`src/rtl/btn_onehot_capture_pkg.sv`:
```
// Shared definitions for the push-button one-hot capture front end.
// Line count, press-vector type, default timing parameters and the one-hot picker.
package btn_onehot_capture_pkg;

  localparam int NUM_LINES           = 4;
  localparam int DEF_SYNC_STAGES     = 2;
  localparam int DEF_DEBOUNCE_CYCLES = 4;

  typedef logic [NUM_LINES-1:0] onehot_t;

  // Two's-complement trick: x & -x isolates the lowest set bit.
  function automatic onehot_t lowestOneHot(input onehot_t x);
    return x & (~x + onehot_t'(1));
  endfunction

endpackage

```
`src/rtl/btn_onehot_capture_debounce_bit.sv`:
```
// One button line: multi-flop synchroniser, saturating-run debouncer and press detector.
// press_o is high on the edge where the debounced level rises.
module debounce_bit
  import btn_onehot_capture_pkg::*;
#(
  parameter int SYNC_STAGES     = DEF_SYNC_STAGES,
  parameter int DEBOUNCE_CYCLES = DEF_DEBOUNCE_CYCLES
) (
  input  logic clk,
  input  logic rst,
  input  logic btn_i,
  output logic stable_o,
  output logic press_o
);

  localparam int CNT_W = $clog2(DEBOUNCE_CYCLES);

  logic [SYNC_STAGES-1:0] syncChain_q;
  logic [CNT_W-1:0]       count_q;
  logic [CNT_W-1:0]       count_d;
  logic                   stable_q;
  logic                   stable_d;
  logic                   synced;

  assign synced = syncChain_q[SYNC_STAGES-1];

  // The counter measures how long the synced level has disagreed with the accepted level.
  always_comb begin
    count_d  = '0;
    stable_d = stable_q;
    if (synced != stable_q) begin
      if (count_q == CNT_W'(DEBOUNCE_CYCLES - 1)) begin
        stable_d = synced;
      end else begin
        count_d = count_q + CNT_W'(1);
      end
    end
  end

  always_ff @(posedge clk) begin
    if (rst) begin
      syncChain_q <= '0;
      count_q     <= '0;
      stable_q    <= 1'b0;
    end else begin
      syncChain_q <= {syncChain_q[SYNC_STAGES-2:0], btn_i};
      count_q     <= count_d;
      stable_q    <= stable_d;
    end
  end

  assign stable_o = stable_q;
  assign press_o  = stable_d & ~stable_q;

endmodule

```
`src/rtl/btn_onehot_capture.sv`:
```
// Debounced button presses queued as sticky pending bits and handed downstream
// one at a time as a strictly one-hot code with a valid/ready handshake.
module btn_onehot_capture
  import btn_onehot_capture_pkg::*;
#(
  parameter int SYNC_STAGES     = DEF_SYNC_STAGES,
  parameter int DEBOUNCE_CYCLES = DEF_DEBOUNCE_CYCLES
) (
  input  logic                 clk,
  input  logic                 rst,
  input  logic [NUM_LINES-1:0] btn_in,
  output logic [NUM_LINES-1:0] onehot_out,
  output logic                 valid_out,
  input  logic                 ready_in,
  output logic                 overflow_out
);

  onehot_t press;
  onehot_t stableLevels_unused;
  onehot_t pending_q;
  onehot_t pending_d;
  onehot_t onehot_q;
  onehot_t onehot_d;
  onehot_t pick;
  onehot_t loadClear;
  logic    valid_q;
  logic    valid_d;
  logic    overflow_q;
  logic    overflow_d;
  logic    loadEn;

  for (genvar i = 0; i < NUM_LINES; i++) begin : g_line
    debounce_bit #(
      .SYNC_STAGES    (SYNC_STAGES),
      .DEBOUNCE_CYCLES(DEBOUNCE_CYCLES)
    ) u_debounce (
      .clk     (clk),
      .rst     (rst),
      .btn_i   (btn_in[i]),
      .stable_o(stableLevels_unused[i]),
      .press_o (press[i])
    );
  end

  // A press landing on the same edge its line is loaded re-arms the pending bit.
  always_comb begin
    loadEn     = !valid_q || ready_in;
    pick       = lowestOneHot(pending_q);
    loadClear  = loadEn ? pick : '0;
    pending_d  = (pending_q & ~loadClear) | press;
    overflow_d = |(press & pending_q & ~loadClear);
    onehot_d   = onehot_q;
    valid_d    = valid_q;
    if (loadEn) begin
      onehot_d = pick;
      valid_d  = |pending_q;
    end
  end

  always_ff @(posedge clk) begin
    if (rst) begin
      pending_q  <= '0;
      onehot_q   <= '0;
      valid_q    <= 1'b0;
      overflow_q <= 1'b0;
    end else begin
      pending_q  <= pending_d;
      onehot_q   <= onehot_d;
      valid_q    <= valid_d;
      overflow_q <= overflow_d;
    end
  end

  assign onehot_out   = onehot_q;
  assign valid_out    = valid_q;
  assign overflow_out = overflow_q;

endmodule

```
`config.mk`:
```
export PLATFORM = sky130hd
export DESIGN_NAME = btn_onehot_capture
export DESIGN_NICKNAME = d
export VERILOG_FILES = /design/src/rtl/btn_onehot_capture_pkg.sv /design/src/rtl/btn_onehot_capture_debounce_bit.sv /design/src/rtl/btn_onehot_capture.sv
export SDC_FILE = /design/constraint.sdc
export NUM_CORES = 1
export LEC_CHECK = 0
export ABC_CLOCK_PERIOD_IN_PS = 1500
export CORE_MARGIN = 8
export CORE_UTILIZATION = 53
export CTS_CLUSTER_DIAMETER = 60
export DETAILED_ROUTE_END_ITERATION = 7
export MAX_ROUTING_LAYER = met4
export PLACE_DENSITY = 0.82
export SLEW_MARGIN = 10
export SYNTH_ARGS = -nofsm -noshare
export SYNTH_HDL_FRONTEND = slang
export SYNTH_SLANG_ARGS = --single-unit
```
`constraint.sdc`:
```
create_clock -name clk -period 1.5 [get_ports clk]
set_clock_uncertainty 0.15 [all_clocks]
set_input_delay 0.225 -clock clk [delete_from_list [all_inputs] [get_ports clk]]
set_output_delay 0.225 -clock clk [all_outputs]
set_load 0.01 [all_outputs]
```
==> results.toml <==
[run_status]
status = "complete, no violations"

[cells_and_area]
n_fill_cell = 159
mostFrequentLayoutCells = "29 x dfxtp_1, 13 x nor2_1, 8 x nor2b_1, 8 x a21oi_1, 8 x inv_1"
final_design_area_no_fill_um2 = 1330
syn_to_final_growth_pct = 18.6
layout-drive-gt1-share = 0.144
layout_commonest_cell = "dfxtp_1"
fin_nets = 143
diodes = 0

[global_route]
antenna_found_initial = 0
globalRouteOverflowTotal = 0
grt_max_degree = 12
grt_pass1_vias = 717
track_usage = 0.105
grt_pass1_wl_um = 2770

[clocking]
clock_path_buffers = 2
cts.sinks = 30
path_clk_slew_ns = 0.08
htree_levels = 2
cts-root-buf = "clkbuf_4"
cts_tree = "done"
cts_buffers = 5
post-cts-setup-buffers = 0
clock_latency_ns = 0.31

[critical_path]
end_kind = "flip-flop"
cp_slowest_stage_delay_ns = 0.37
startpoint_type = "flip-flop"
worstSetupPathType = "reg2reg"
path_cells = "ha_2 > nand3b_1 > or3_1 > a41oi_2"
cp_data_required_time_ns = 1.59
path_max_fanout = 3
reg2reg_slack_ns = 0.09
crit_slowest_cell = "or3_1"
crit_arrival_ns = 1.50
reg2reg_depth = 4

[drt]
wl_met3_um = 119
wl_per_cell_um = 10.8
highest_layer = "met4"
met1_length_um = 720
drc = 0
drt_wl_total_um = 1720
drt_iter0_markers = 15
detail_route.first_pass.iterations = 4
ant_nets = 0
viasPerCell = 4.94
met2_length_um = 832
via_count = 786

[min_path]
hp-class = "reg2reg"
hold_depth = 1

[placed_design]
hpwl_um = 1350
place_congestion = 0.884
port_buffers = 12
place_area_um2 = 1290

[power_and_ir_drop]
finalPower_uw = 1270
power_density_nw_per_um2 = 958
leakage_uw = 0.000514
ir_worst_vdd_mv = 0.718

[timing]
relSlewSlack = 0.795
fin_crit_ns = 1.41
drv_slew = 0
hold_violations = 0
finalCritPeriodShare = 0.943
timing.hold.ws_ns = 0.257
finalSetupViolations = 0
rsz0062_at_grt = "false"
fmax_mhz = 707
worstMarginPinSlew_ns = 0.306

[floorplan]
dieArea_um2 = 3840
die_x_um = 62.0
io_pins = 13
start_util = 0.566
rows = 16
design.core.area_um2 = 1980
fp.dieH_um = 62.0

[yosys]
synth_area_um2 = 1120
syn_nets = 123
syn_avg_cell_area_um2 = 10.0
synth_largest_area_cell = "dfxtp_1"
ys_ff_latch = 30
synth_warnings = 0
synth_cell_types = 25
synth_top_area_share = 0.536
ys_top_cells_by_area = "dfxtp_1 54%, ha_1 4.5%, nor2b_1 4.5%"
synth_cells = 112
ys_seq_area_frac = 0.536

[job]
cap_violations = 0
==> layout make-up <==
| type | instances | area, um^2 | area share |
|---|---|---|---|
| clock buffer | 7 | 45.0 | 0.0339 |
| inverter | 8 | 30.0 | 0.0226 |
| multi-input combinational | 70 | 469 | 0.353 |
| sequential | 30 | 602 | 0.452 |
| tap | 27 | 33.8 | 0.0254 |
| timing repair buffer | 17 | 150 | 0.113 |
==> synthesized netlist by cell type <==
cell	count
o31ai_1	1
mux2i_1	4
nor2b_1	8
or3_1	5
ha_1	4
a41oi_2	1
nand3_1	2
nand2_1	6
inv_1	8
a311o_2	1
dfxtp_1	30
nand3b_1	4
nor2_1	13
o21ai_0	2
xnor2_1	4
and2b_2	1
clkbuf_1	2
clkbuf_2	1
nand4_1	1
buf_6	1
or2_2	1
a21oi_1	8
nand2b_4	1
a211o_2	2
a41oi_1	1
==> per-stage QoR <==
step	TNS [ns]	std cells	utilization	setup slack (ns)
final	0	159	0.671	0.0860
after global routing	0	159	0.671	0.0193
after CTS	0	159	0.669	0.0514
after detailed placement	-0.337	152	0.650	-0.0735
after global placement	-0.0580	152	0.650	-0.0300
after floorplan	0	112	-	0.161
==> where the power goes <==
part	leakage (uW)	switching, uW	internal (uW)
clock	0.0000254	232	176
sequential	0.000244	6.27	809
combinational	0.000244	18.9	30.9
==> flip-flops by register name, indices dropped and copies added (netlist names) <==
signal,count
g_line.u_debounce.stable_o,4
g_line.u_debounce.syncChain_q,8
g_line.u_debounce.count_q,8
onehot_out,4
overflow_out,1
valid_out,1
pending_q,4
==> critical path: cells and delay by family (launching register included) <==
| family | cells | cell delay (ns) |
|---|---|---|
| AOI/OAI and AO/OA | 1 | 0.19 |
| adders and majority gates | 1 | 0.19 |
| DFF | 1 | 0.34 |
| and+or+nand+nor | 2 | 0.47 |
==> metal layers <==
layer	vias up	GRT usage
li1	410	-
met1	352	0.0968
met2	18	0.171
met3	6	0.0453
met4	0	0.0779
met5	-	-
==> worst paths after layout <==
check | startpoint | end
setup reg to reg | g_line[0].u_debounce.count_q[0] | overflow_out
setup / recovery | g_line[0].u_debounce.count_q[0] | overflow_out
hold / removal | g_line[0].u_debounce.count_q[0] | g_line[0].u_debounce.count_q[0]
hold reg to reg | g_line[0].u_debounce.count_q[0] | g_line[0].u_debounce.count_q[0]
==> timing repair <==
| action | CTS | global route |
|---|---|---|
| setup endpoints to repair | 6 | 1 |
| resized for setup | 6 | 2 |
| hold buffers | 0 | 0 |
| cloned | 0 | 0 |
==> kinds of logic after synthesis <==
logic type	synth area share
muxes	0.0357
and+or+nand+nor	0.203
DFF	0.536
buffers and inverters	0.0480
xor gates and xnor gates	0.0312
AOI/OAI and AO/OA	0.102
adders and majority gates	0.0446
(Power assumes the default switching activity.)
